--- config.mk ---
export PLATFORM = sky130hd
export DESIGN_NAME = sqrt_rr_scheduler
export DESIGN_NICKNAME = d
export VERILOG_FILES = /design/src/rtl/sqrt_rr_scheduler_pkg.sv /design/src/rtl/sqrt_rr_scheduler_id_fifo.sv /design/src/rtl/sqrt_rr_scheduler.sv
export SDC_FILE = /design/constraint.sdc
export NUM_CORES = 1
export LEC_CHECK = 0
export ABC_AREA = 1
export CAP_MARGIN = 0
export CORE_AREA = 8 8 445 447
export CTS_CLUSTER_DIAMETER = 100
export DETAILED_ROUTE_END_ITERATION = 7
export DIE_AREA = 0 0 453 455
export GPL_TIMING_DRIVEN = 0
export PLACE_DENSITY = 0.35
export SLEW_MARGIN = 20
export SYNTH_ARGS = -nofsm -noshare
export SYNTH_HDL_FRONTEND = slang
export SYNTH_SLANG_ARGS = --single-unit
--- constraint.sdc ---
create_clock -name clk -period 3.7 [get_ports clk]
set_input_delay 0.37 -clock clk [delete_from_list [all_inputs] [get_ports clk]]
set_output_delay 0.37 -clock clk [all_outputs]
set_load 0.02 [all_outputs]
--- src/rtl/sqrt_rr_scheduler_pkg.sv ---
// Shared types for the sqrt scheduler: tagged direction records, operand width defines, FSM states.
// WIDTH/Q_BITS may be overridden on the command line before this file is compiled.
`ifndef WIDTH
`define WIDTH 32
`endif
`ifndef Q_BITS
`define Q_BITS 16
`endif

package sqrt_rr_scheduler_pkg;

  localparam int TD_TAG_W = 64;

  typedef struct packed {
    logic [TD_TAG_W-1:0] tag;
    logic [`WIDTH-1:0]   dir_x;
    logic [`WIDTH-1:0]   dir_y;
  } TaggedDirection;

  typedef struct packed {
    TaggedDirection    td;
    logic [`WIDTH-1:0] len;
  } TaggedDirection_len;

  typedef enum logic {
    ST_RUN   = 1'b0,
    ST_DRAIN = 1'b1
  } sched_state_e;

endpackage

--- src/rtl/sqrt_rr_scheduler_id_fifo.sv ---
// In-order FIFO of requester IDs, one entry per operation outstanding in the sqrt unit.
// Head is combinational so a returning result can be routed in the cycle it arrives.
module sched_id_fifo #(
  parameter int DEPTH = 32,
  parameter int ID_W  = 2
) (
  input  logic            clk,
  input  logic            reset,
  input  logic            i_push,
  input  logic [ID_W-1:0] i_push_id,
  input  logic            i_pop,
  output logic [ID_W-1:0] o_head_id,
  output logic            o_empty
);

  localparam int            AW   = (DEPTH > 1) ? $clog2(DEPTH) : 1;
  localparam int            CW   = $clog2(DEPTH + 1);
  localparam logic [AW-1:0] LAST = AW'(DEPTH - 1);

  logic [ID_W-1:0] r_mem [DEPTH];
  logic [AW-1:0]   r_wr_ptr;
  logic [AW-1:0]   r_rd_ptr;
  logic [CW-1:0]   r_count;
  logic            w_full;
  logic            w_push;
  logic            w_pop;

  assign o_empty   = (r_count == '0);
  assign w_full    = (r_count == CW'(DEPTH));
  assign w_push    = i_push && !w_full;
  assign w_pop     = i_pop && !o_empty;
  assign o_head_id = r_mem[r_rd_ptr];

  always_ff @(posedge clk) begin
    if (w_push) r_mem[r_wr_ptr] <= i_push_id;
  end

  always_ff @(posedge clk) begin
    if (reset) begin
      r_wr_ptr <= '0;
      r_rd_ptr <= '0;
      r_count  <= '0;
    end else begin
      if (w_push) r_wr_ptr <= (r_wr_ptr == LAST) ? '0 : r_wr_ptr + AW'(1);
      if (w_pop)  r_rd_ptr <= (r_rd_ptr == LAST) ? '0 : r_rd_ptr + AW'(1);
      case ({w_push, w_pop})
        2'b10:   r_count <= r_count + CW'(1);
        2'b01:   r_count <= r_count - CW'(1);
        default: r_count <= r_count;
      endcase
    end
  end

endmodule

--- src/rtl/sqrt_rr_scheduler.sv ---
// Round-robin share of one sqrt unit among NUM_REQ requesters; issue registered one cycle after handshake,
// results routed back combinationally. Define SQRT_SCHED_STATS_EN to add stat_issued/stat_stall counters.
module sqrt_rr_scheduler
  import sqrt_rr_scheduler_pkg::*;
#(
  parameter int NUM_REQ      = 4,
  parameter int WIDTH        = `WIDTH,
  parameter int TAG_SIZE     = 64,
  parameter int MAX_INFLIGHT = 32
) (
  input  logic                              clk,
  input  logic                              reset,
  input  logic [NUM_REQ-1:0]                req_valid,
  output logic [NUM_REQ-1:0]                req_ready,
  input  logic [NUM_REQ-1:0][WIDTH-1:0]     req_x,
  input  TaggedDirection [NUM_REQ-1:0]      req_td,
  output logic                              sq_start,
  output logic [WIDTH-1:0]                  sq_x,
  output TaggedDirection                    sq_td,
  input  logic                              sq_valid,
  input  TaggedDirection_len                sq_tdl,
  output logic [NUM_REQ-1:0]                rsp_valid,
  output TaggedDirection_len                rsp_tdl,
  input  logic                              flush,
  output logic                              flush_done,
  output logic [$clog2(MAX_INFLIGHT+1)-1:0] inflight
`ifdef SQRT_SCHED_STATS_EN
  ,
  output logic [31:0]                       stat_issued,
  output logic [31:0]                       stat_stall
`endif
);

  localparam int               ID_W  = (NUM_REQ > 1) ? $clog2(NUM_REQ) : 1;
  localparam int               CNT_W = $clog2(MAX_INFLIGHT + 1);
  localparam logic [CNT_W:0]   MAX_C = (CNT_W + 1)'(MAX_INFLIGHT);

  if (TAG_SIZE != TD_TAG_W || WIDTH != `WIDTH) begin : g_param_mismatch
    $error("TAG_SIZE/WIDTH must match the shared TaggedDirection layout");
  end

  sched_state_e     r_state;
  sched_state_e     w_state_nxt;
  logic [ID_W-1:0]  r_last_grant;
  logic [ID_W-1:0]  w_win;
  logic [ID_W-1:0]  w_idx;
  logic             w_any_vld;
  logic             w_can_grant;
  logic             w_xfer;
  logic [CNT_W:0]   w_committed;
  logic             r_sq_start;
  logic [WIDTH-1:0] r_sq_x;
  TaggedDirection   r_sq_td;
  logic [ID_W-1:0]  r_sq_id;
  logic [CNT_W-1:0] r_inflight;
  logic             w_fifo_empty;
  logic [ID_W-1:0]  w_head_id;
  logic             w_pop;

  // Walk downward so the lowest offset after last_grant wins; offset NUM_REQ is last_grant itself.
  always_comb begin
    w_win     = r_last_grant;
    w_idx     = '0;
    w_any_vld = 1'b0;
    for (int k = NUM_REQ; k >= 1; k--) begin
      w_idx = ID_W'((int'(r_last_grant) + k) % NUM_REQ);
      if (req_valid[w_idx]) begin
        w_win     = w_idx;
        w_any_vld = 1'b1;
      end
    end
  end

  // A registered-but-not-yet-counted issue still occupies a credit.
  assign w_committed = {1'b0, r_inflight} + {{CNT_W{1'b0}}, r_sq_start};
  assign w_can_grant = !reset && (r_state == ST_RUN) && (w_committed < MAX_C);
  assign w_xfer      = w_can_grant && w_any_vld;
  assign req_ready   = w_xfer ? (NUM_REQ'(1) << w_win) : '0;

  always_ff @(posedge clk) begin
    if (reset) begin
      r_last_grant <= ID_W'(NUM_REQ - 1);
      r_sq_start   <= 1'b0;
      r_sq_x       <= '0;
      r_sq_td      <= '0;
      r_sq_id      <= '0;
      r_inflight   <= '0;
    end else begin
      r_sq_start <= w_xfer;
      if (w_xfer) begin
        r_last_grant <= w_win;
        r_sq_x       <= req_x[w_win];
        r_sq_td      <= req_td[w_win];
        r_sq_id      <= w_win;
      end
      case ({r_sq_start, w_pop})
        2'b10:   r_inflight <= r_inflight + CNT_W'(1);
        2'b01:   r_inflight <= r_inflight - CNT_W'(1);
        default: r_inflight <= r_inflight;
      endcase
    end
  end

  sched_id_fifo #(
    .DEPTH (MAX_INFLIGHT),
    .ID_W  (ID_W)
  ) u_id_fifo (
    .clk       (clk),
    .reset     (reset),
    .i_push    (r_sq_start),
    .i_push_id (r_sq_id),
    .i_pop     (w_pop),
    .o_head_id (w_head_id),
    .o_empty   (w_fifo_empty)
  );

  // Stray results with nothing outstanding are dropped here.
  assign w_pop     = sq_valid && !w_fifo_empty && !reset;
  assign rsp_valid = w_pop ? (NUM_REQ'(1) << w_head_id) : '0;
  assign rsp_tdl   = w_pop ? sq_tdl : '0;

  assign sq_start  = r_sq_start && !reset;
  assign sq_x      = reset ? '0 : r_sq_x;
  assign sq_td     = reset ? '0 : r_sq_td;
  assign inflight  = r_inflight;

  always_ff @(posedge clk) begin
    if (reset) r_state <= ST_RUN;
    else       r_state <= w_state_nxt;
  end

  always_comb begin
    w_state_nxt = r_state;
    flush_done  = 1'b0;
    case (r_state)
      ST_RUN: begin
        if (flush) w_state_nxt = ST_DRAIN;
      end
      ST_DRAIN: begin
        if (r_inflight == '0 && !r_sq_start) begin
          w_state_nxt = ST_RUN;
          flush_done  = !reset;
        end
      end
      default: w_state_nxt = ST_RUN;
    endcase
  end

`ifdef SQRT_SCHED_STATS_EN
  logic [31:0] r_stat_issued;
  logic [31:0] r_stat_stall;

  always_ff @(posedge clk) begin
    if (reset) begin
      r_stat_issued <= '0;
      r_stat_stall  <= '0;
    end else begin
      if (r_sq_start && r_stat_issued != '1)
        r_stat_issued <= r_stat_issued + 32'd1;
      if ((|req_valid) && !w_xfer && r_stat_stall != '1)
        r_stat_stall <= r_stat_stall + 32'd1;
    end
  end

  assign stat_issued = r_stat_issued;
  assign stat_stall  = r_stat_stall;
`endif

endmodule

**Word-level counts from Yosys, hierarchy flattened**

Memories as Yosys holds them, arrays and structs flattened. A register that Yosys moved wholly into a read port is not among the register bits.
Index checks and enable logic that the tools add are counted.

- Add/subtract/negate cells: 11
- Multipliers: 0
- Divide/modulo/power cells: 0
- $lt $le $gt $ge: 6
- Equality and inequality tests: 7
- Shift operators: 2
- Mux-type cells: 38
- Bitwise logic cells: 1
- Reductions and logical operators: 17

Operator list:

| kind | number |
|---|---|
| 128-bit binary-select mux with 2-bit select | 1 |
| 128-bit 2-to-1 mux | 2 |
| 160-bit 2-to-1 mux | 1 |
| 32-bit binary-select mux with 2-bit select | 1 |
| 32-bit 2-to-1 mux | 2 |
| 6-bit case mux with 2 select lines | 2 |
| 5-bit 2-to-1 mux | 4 |
| 2-bit by 3-bit < comparator with 1-bit output (second input constant) | 5 |
| 1-bit 2-to-1 mux | 14 |
| 6-bit by 1-bit adder with 6-bit output (second input constant) | 2 |
| 6-bit zero test | 2 |
| 6-bit by 1-bit subtractor with 6-bit output (second input constant) | 2 |
| 5-bit by 1-bit adder with 5-bit output (second input constant) | 2 |
| 5-bit == test (second input constant) | 2 |
| 1-bit logical AND | 9 |
| 1-bit binary-select mux with 2-bit select | 4 |
| 2-bit 2-to-1 mux | 4 |
| 4-bit 2-to-1 mux | 2 |
| 1-bit by 2-bit left shift with 4-bit output (first input constant) | 2 |
| 6-bit by 1-bit adder with 7-bit output | 1 |
| 7-bit by 6-bit < comparator with 1-bit output (second input constant) | 1 |
| 6-bit == test (second input constant) | 1 |
| 2-bit by 1-bit adder with 2-bit output (second input constant) | 2 |
| 2-bit adder (second input constant) | 2 |
| 6 further kinds | 12 |

- Bits in registers: 188
- Latch bits: 0
- RAM bits: 64
- ROM bits: 0
- Bits of input ports: 808
- Output and inout bits: 336
- Logic and storage cells: 95
- Memories kept: 1

Memories:

| memory | words | width | rd ports | clocked after Yosys merged registers in | write ports | RTL line | text |
|---|---|---|---|---|---|---|---|
| u_id_fifo.r_mem | 32 | 2 | 1 | 1 | 1 | sqrt_rr_scheduler_id_fifo.sv:20 | `logic [ID_W-1:0] r_mem [DEPTH];` |

**Depth between registers and ports, before layout**

Gate-level depths: netlist of the first run.

- Depth after elaboration: 9
- Mapped depth: 19
- Mapped depth without buffers: 16

**Modules after synthesis**

From an unflattened synthesis of the first run, not the netlist that was laid out.

- Cells, all modules: 3,474
- Area, all modules: 19,652.6 um^2

By module, submodules not included:

| module | instances | cells an instance | area an instance (um^2) | seq. area each (um^2) |
|---|---|---|---|---|
| sqrt_rr_scheduler | 1 | 3,054 | 15,707.6 | 3,443.3 |
| sched_id_fifo | 1 | 420 | 3,945.0 | 2,342.2 |

**Worst setup path after synthesis of the first run**

OpenSTA, ideal clock, no wires.

- Path kind: input to register
- From: input port reset
- To: register r_inflight[4] (netlist: inflight[4])
- Setup time: 120 ps
- Arrival: 2,837 ps
- Required time: 3,580 ps
- Setup slack: 743 ps
- Cell stages on the path: 16
- Buffers on the path: 4
- Path through: clkbuf_1 > nor2_1 > nand2_1 > clkbuf_1 > clkbuf_1 > inv_1 > ha_1 > clkbuf_1 > xor2_1 > ha_1 > or2_2 > nand2_1 > a21oi_1 > a21oi_1 > xor2_1 > a21oi_1

- Word-level cells in the longest chain between the ends: 4
- Elaborated cells between the ends (all ways): 6
- Those cells by class: eq/ne (2); mux (1); reduce/logical (3)

Ends and longest elaborated chain:

| element | RTL line | text |
|---|---|---|
| start, declared | sqrt_rr_scheduler.sv:12 | `input logic reset,` |
| 1-bit zero test | sqrt_rr_scheduler.sv:118 | `assign w_pop = sq_valid && !w_fifo_empty && !reset;` |
| 1-bit logical AND | sqrt_rr_scheduler.sv:118 |  |
| 2-bit by 1-bit == test with 1-bit output / 2-bit == test (equally long branches) | sqrt_rr_scheduler.sv:96 | `case ({r_sq_start, w_pop})` |
| 6-bit case mux with 2 select lines / 2-bit nonzero test (equally long branches) | n/a |  |
| end signal, assigned | sqrt_rr_scheduler.sv:97 | `2'b10: r_inflight <= r_inflight + CNT_W'(1);` |
| end signal, assigned | sqrt_rr_scheduler.sv:98 | `2'b01: r_inflight <= r_inflight - CNT_W'(1);` |
| end signal, assigned | sqrt_rr_scheduler.sv:99 | `default: r_inflight <= r_inflight;` |
| end, declared | sqrt_rr_scheduler.sv:55 | `logic [CNT_W-1:0] r_inflight;` |

Parallel ways exist; a longest one is shown, timed or not.
A chain may end at the register's enable or synchronous reset.

==> results.sh, run 1 <==
export IMPL_slew_headroom_pct=29.0
export IMPL_start_kind="flip-flop"
export IMPL_wirelength_um=196000
export IMPL_antenna_found_initial=99
export IMPL_synth_main_ff_cell="dfxtp_1"
export IMPL_fin_setup_tns_ns=0
export IMPL_syn_area_um2=20600
export IMPL_fin_crit_sh_pct=95.9
export IMPL_grt_setup_unrepaired="yes"
export IMPL_status="finished clean"
export IMPL_nFillCells=22200
export IMPL_grt_usage_pct=17.9
export IMPL_powerDensity_nw_per_um2=561
export IMPL_synthArstFlopShare_pct=0
export IMPL_first_pass_iters=7
export IMPL_wl_per_cell_um=26.0
export IMPL_die_w_um=453
export IMPL_finalHoldViolations=0
export IMPL_end_kind="output pin"
export IMPL_placed_cell_area_um2=35300
export IMPL_cts_root_buf="clkbuf_16"
export IMPL_critPathTopFamily="buffers and inverters"
export IMPL_multi_input_area_um2=9470
export IMPL_ant_nets=0
export IMPL_max_stage_delay_ns=0.74
export IMPL_vias=27800
export IMPL_p_int_w=0.0103
export IMPL_yosys_warnings=0
export IMPL_power_frac_comb_pct=60.5
export IMPL_fin_area_um2=37100
export IMPL_htree_num_levels=2
export IMPL_seq_power_share_pct=17.5
export IMPL_power_switching_w=0.0105
export IMPL_grt_pass1_wl_um=250000
export IMPL_clockBufferDepth=3
export IMPL_worstPathBufferInverterCount=3
export IMPL_grt_ovfl_total=0
export IMPL_cts_tree="yes"
export IMPL_p_leak_nw=18.3
export IMPL_fin_nets=5777
export IMPL_drive_above_1_share_pct=4.35
export IMPL_drc_errors=0
export IMPL_placeableCoreArea_um2=191000
export IMPL_cp_common_cell="nor2_1"
export IMPL_cts_sinks=257
export IMPL_syn_nets=4583
export IMPL_dieHeight_um=455
export IMPL_synth_cell_types=35
export IMPL_clock_fmax_mhz=282
export IMPL_regArea_um2=5790
export IMPL_area_delta_synth_final_pct=79.8
export IMPL_cts_buffers=44
export IMPL_dieArea_um2=206000
export IMPL_hold_path_class="in -> reg"
export IMPL_finClkSkew_ns=0.0536
export IMPL_synth_edff_count=64
export IMPL_dp_cells=7432
export IMPL_gp_congestion=0.930
export IMPL_critPathMaxFanout=10
export IMPL_drv_cap=0
export IMPL_path_cells="nor2_1 > nand3_1 > nand2_1 > clkbuf_4 > clkbuf_1 > nor2_1 > clkdlybuf4s50_1"
export IMPL_cp_data_required_time_ns=3.33
export IMPL_rows=161
export IMPL_max_vdd_ir_drop_uv=308
export IMPL_critical_path_class="reg -> out"
export IMPL_clkSlewWorstSetupHoldPaths_ns=0.06
export IMPL_ios=1144
export IMPL_clock_latency_ns=0.65
export IMPL_initial_core_util_pct=10.8
export IMPL_ys_seq_elements=257
export IMPL_seq_area_frac_synth_pct=28.0
export IMPL_grt_pass1_vias=27900
export IMPL_viasPerCell=3.69
export IMPL_portBuffers=1142
export IMPL_tightest_slew_ns=1.07
export IMPL_cp_slowest_cell="clkdlybuf4s50_1"
export IMPL_total_power_w=0.0208
export IMPL_drt_iter0_drc=1775
export IMPL_layout_min_cycle_time_ns=3.55
export IMPL_finalNonFillerCells=7542
export IMPL_dpl_hpwl_um=171000
export IMPL_cts_hold_buf=0
export IMPL_synthCells=3763
export IMPL_p_clk_share_pct=22.0
export IMPL_synth_avg_cell_area_um2=5.49
export IMPL_setup_violations=0
export IMPL_grt_max_degree=34
export IMPL_cp_arrival_ns=3.18
export IMPL_switching_share_pct=50.6
export IMPL_slew_viol_final=0
[Yosys cell counts, types with 2 or more instances]
master	n	share of area, %
inv_2	3	0.055
nor2_1	425	7.7
edfxtp_1	64	9.3
xor2_1	13	0.55
nand4_1	4	0.12
or2_2	3	0.091
nand2_1	706	13
nand3_1	671	16
o211ai_1	4	0.15
nand2_4	2	0.11
inv_1	1169	21
ha_1	12	0.73
o21ai_0	51	1.2
dfxtp_1	193	19
buf_2	70	1.7
o21a_1	2	0.073
buf_4	8	0.29
o21ai_1	3	0.073
buf_6	12	0.65
xnor2_1	3	0.13
nor3_1	4	0.097
nand2_2	4	0.12
clkbuf_1	128	2.3
o221ai_1	12	0.51
buf_1	9	0.16
o22ai_1	5	0.15
a21oi_1	175	4.2
[logic make-up after synthesis]
| kind of cell | synth area share [%] |
|---|---|
| DFF | 28.0 |
| xor gates and xnor gates | 0.679 |
| buffers and inverters | 26.5 |
| and+or+nand+nor | 37.5 |
| adders and majority gates | 0.727 |
| AOI/OAI and AO/OA | 6.59 |
[flip-flops by register name, summed over array words and instances, names as in the netlist, named ones only]
signal,cells
u_id_fifo.r_mem,64
u_id_fifo.r_count,6
r_sq_id,2
r_last_grant,2
r_sq_x,32
r_state,1
r_sq_td,128
inflight,6
u_id_fifo.r_wr_ptr,5
r_sq_start,1
u_id_fifo.r_rd_ptr,5
[layout make-up]
class	instances	area share, %
plain buffers	224	3.00
multi-input cells	2106	25.5
flip-flops and latches	257	15.6
clock inverters	20	0.971
repair buffers	1151	31.0
well taps	2526	8.52
diodes	25	0.169
inverters	1173	11.9
clock buffers	60	3.26
[worst min-delay path: stages]
cell,delay [ns]
clkdlybuf4s50_1,0.40
o21ai_0,0.16
a21oi_1,0.05
[placed cells by master (no fill, tap or decap), types with 13 or more instances in the layout]
cell type	instances
a21oi_1	175
nand2_1	705
clkbuf_16	44
clkbuf_2	20
edfxtp_1	64
o21ai_0	49
diode_2	25
nor2_1	421
dfxtp_1	190
nand3_1	671
buf_6	13
clkbuf_1	116
inv_1	1168
clkdlybuf4s50_1	1130
buf_2	69
xor2_1	13
[timing repair]
item / CTS / global route
gates resized for setup: 58 / 19
pin swaps: 2 / 1
setup buffers: 5 / 3
setup endpoints to repair: 149 / 11
[power groups by stage]
stage / clock network (W) / registers [W] / logic [W]
3_3_place_gp: 0 / 0.00371 / 0.0128
2_1_floorplan: 0 / 0.00365 / 0.00626
3_5_place_dp: 0 / 0.00371 / 0.0128
5_1_grt: 0.00486 / 0.00371 / 0.0138
4_1_cts: 0.00479 / 0.00365 / 0.0130
6_report: 0.00458 / 0.00365 / 0.0126
[metal layers]
layer | vias up | GRT usage (%) | wire length (um) | share of wire, %
li1 | 13500 | - | - | -
met2 | 1005 | 35.9 | 108000 | 55
met5 | - | 0 | 90 | 0.046
met1 | 13100 | 17.6 | 67100 | 34
met3 | 264 | 5.31 | 14300 | 7.3
met4 | 14 | 4.96 | 6520 | 3.3
[per-stage QoR]
| stage | utilization [%] | hold slack [ns] | worst slack, ns |
|---|---|---|---|
| after floorplan | - | 0.449 | 0.743 |
| after global placement | 18.4 | 0.469 | -1.24 |
| after detailed placement | 18.5 | 0.482 | -1.22 |
| after CTS | 19.4 | 0.313 | 0.00313 |
| after global routing | 19.4 | 0.391 | -0.00888 |
| final | 19.4 | 0.393 | 0.153 |
[path summary, 6_finish.rpt]
path / from / end / slack (ns) / cells after the start
worst max-delay path: u_id_fifo.r_count[0]$_SDFFE_PP0P_ / rsp_tdl[82] / 0.15 / 7
worst min-delay path: flush / r_state$_SDFF_PP0_ / 0.39 / 3
worst min register to register: r_state$_SDFF_PP0_ / r_state$_SDFF_PP0_ / 0.48 / 1
worst max register to register: r_last_grant[0]$_SDFFE_PP1P_ / r_sq_td[91]$_SDFFE_PP0P_ / 0.35 / 16
Note: power is estimated with default switching activity, not from simulation.
==> run 2: changes to the inputs <==
- CORE_AREA: 8 8 445 447 -> 8 8 437 439
- DIE_AREA: 0 0 453 455 -> 0 0 445 447
- PLACE_DENSITY: 0.35 -> 0.36
- SLEW_MARGIN: 20 -> default
- clock period: 3.7 -> 3.8 ns (I/O delays scaled with it)
==> run 2 against run 1 <==
Net effect: non-clock buffer count is 7 lower; worst setup slack improved by 0.075 ns; final cell count shrank 0.56%.
==> results.sh, run 2 (synthesized netlist as in run 1, its figures left out) <==
export IMPL_initial_core_util_pct=11.2
export IMPL_cp_arrival_ns=3.19
export IMPL_tightest_slew_ns=1.27
export IMPL_finClkSkew_ns=0.0200
export IMPL_powerDensity_nw_per_um2=538
export IMPL_critPathLaunch="u_id_fifo.r_count[3]$_SDFFE_PP0P_"
export IMPL_whs_path_depth=1
export IMPL_cts_sinks=257
export IMPL_rows=158
export IMPL_drc_errors=0
export IMPL_rr_worst_depth=16
export IMPL_grt_max_degree=34
export IMPL_finalNonFillerCells=7500
export IMPL_seq_power_share_pct=17.9
export IMPL_drive_above_1_share_pct=4.07
export IMPL_r2r_end="inflight[4]$_SDFFE_PP0P_"
export IMPL_hold_path_class="reg -> reg"
export IMPL_p_leak_nw=18.2
export IMPL_viasPerCell=3.74
export IMPL_fin_nets=5770
export IMPL_first_pass_iters=5
export IMPL_reg2reg_slack_ns=0.36
export IMPL_grt_setup_unrepaired="yes"
export IMPL_wl_per_cell_um=25.6
export IMPL_fin_setup_tns_ns=0
export IMPL_largest_register_ffs=128
export IMPL_clockBufferDepth=3
export IMPL_grt_pass1_wl_um=248000
export IMPL_grt_usage_pct=18.1
export IMPL_start_kind="flip-flop"
export IMPL_dpl_hpwl_um=167000
export IMPL_grt_pass1_vias=27800
export IMPL_layout_setup_ws_ns=0.228
export IMPL_finalHoldViolations=0
export IMPL_max_vdd_ir_drop_uv=291
export IMPL_status="finished clean"
export IMPL_area_delta_synth_final_pct=79.0
export IMPL_htree_num_levels=2
export IMPL_ios=1144
export IMPL_cts_hold_buf=0
export IMPL_clock_latency_ns=0.62
export IMPL_cts_root_buf="clkbuf_16"
export IMPL_p_int_w=0.00984
export IMPL_p_clk_share_pct=21.9
export IMPL_mostFrequentLayoutCells="inv_1, clkdlybuf4s50_1, nand2_1"
export IMPL_drv_cap=0
export IMPL_dp_cells=7386
export IMPL_top_regs="r_sq_td: 128 flops, u_id_fifo.r_mem: 64 flops, r_sq_x: 32 flops"
export IMPL_wirelength_um=192000
export IMPL_vias=28000
export IMPL_critical_path_class="reg -> out"
export IMPL_antenna_found_initial=108
export IMPL_pre_cts_slack_ns=-0.684
export IMPL_cts_tree="yes"
export IMPL_hold_end="r_state$_SDFF_PP0_"
export IMPL_clkSlewWorstSetupHoldPaths_ns=0.05
export IMPL_cts_buffers=44
export IMPL_grt_ovfl_total=0
export IMPL_clock_fmax_mhz=280
export IMPL_layout_min_cycle_time_ns=3.57
export IMPL_critPathMaxFanout=10
export IMPL_min_from="r_state$_SDFF_PP0_"
export IMPL_drt_iter0_drc=1695
export IMPL_final_common_cell="inv_1"
export IMPL_dieHeight_um=447
export IMPL_portBuffers=1142
export IMPL_end_kind="output pin"
export IMPL_fin_crit_sh_pct=94.0
export IMPL_placed_cell_area_um2=35200
export IMPL_largest_register="r_sq_td"
export IMPL_dieArea_um2=199000
export IMPL_slew_viol_final=0
export IMPL_placeableCoreArea_um2=184000
export IMPL_power_frac_comb_pct=60.3
export IMPL_gp_congestion=0.966
export IMPL_power_switching_w=0.0100
export IMPL_fin_area_um2=37000
export IMPL_r2r_start="u_id_fifo.r_count[1]$_SDFFE_PP0P_"
export IMPL_setup_violations=0
export IMPL_ant_nets=0
export IMPL_switching_share_pct=50.5
export IMPL_cp_data_required_time_ns=3.42
export IMPL_die_w_um=445
export IMPL_slew_headroom_pct=15.2
run 2: layout make-up:
type | count | area [um2]
clock buffers | 57 | 1210
well taps | 2480 | 3100
plain buffers | 223 | 1090
flip-flops and latches | 257 | 5790
multi-input cells | 2106 | 9470
fillers | 21500 | 147000
repair buffers | 1145 | 11500
clock inverters | 25 | 323
diodes | 34 | 85.1
inverters | 1173 | 4420
run 2: worst max-delay path by stage:
| stage | depth (start not counted) | to | slack [ns] |
|---|---|---|---|
| after CTS | 7 | rsp_tdl[45] | -0.02 |
| after global routing | 7 | rsp_tdl[3] | -0.05 |
| after detailed placement | 13 | req_ready[3] | -0.68 |
| after global placement | 13 | req_ready[3] | -0.68 |
| final | 7 | rsp_tdl[45] | 0.23 |
| after floorplan | 16 | inflight[4]$_SDFFE_PP0P_ | 0.83 |
run 2: critical path, cell delays in order, from the launching register on:
cell and delay, ns:
dfxtp_1 0.41, nor2_1 0.08, nand3_1 0.09, nand2_1 0.19, clkbuf_2 0.35, clkbuf_2 0.29, nor2_2 0.40, clkdlybuf4s50_1 0.73
run 2: power by group through the flow:
stage	registers [W]	clock network (W)	logic (W)
floorplan	0.00355	0	0.00610
global route	0.00360	0.00462	0.0131
finish	0.00355	0.00434	0.0120
CTS	0.00355	0.00454	0.0123
global placement	0.00360	0	0.0122
detailed placement	0.00361	0	0.0122
run 2: stage by stage:
stage	hold slack (ns)	power, W	utilization (%)
final	0.486	0.0199	20.1
after global routing	0.500	0.0213	20.0
after CTS	0.432	0.0204	20.0
after detailed placement	0.480	0.0158	19.1
after global placement	0.474	0.0158	19.1
after floorplan	0.449	0.00965	-
run 2: metal layers:
| layer | part of all wire (%) | track usage (%) |
|---|---|---|
| met5 | 0.060 | 0 |
| met4 | 3.5 | 5.34 |
| met3 | 7.4 | 4.98 |
| met2 | 54 | 35.7 |
| met1 | 35 | 18.5 |
run 2: repair_timing:
item / in CTS / in global routing
gates cloned: 0 / 0
resized for setup: 39 / 15
setup endpoints to repair: 108 / 41
setup buffers: 2 / 0
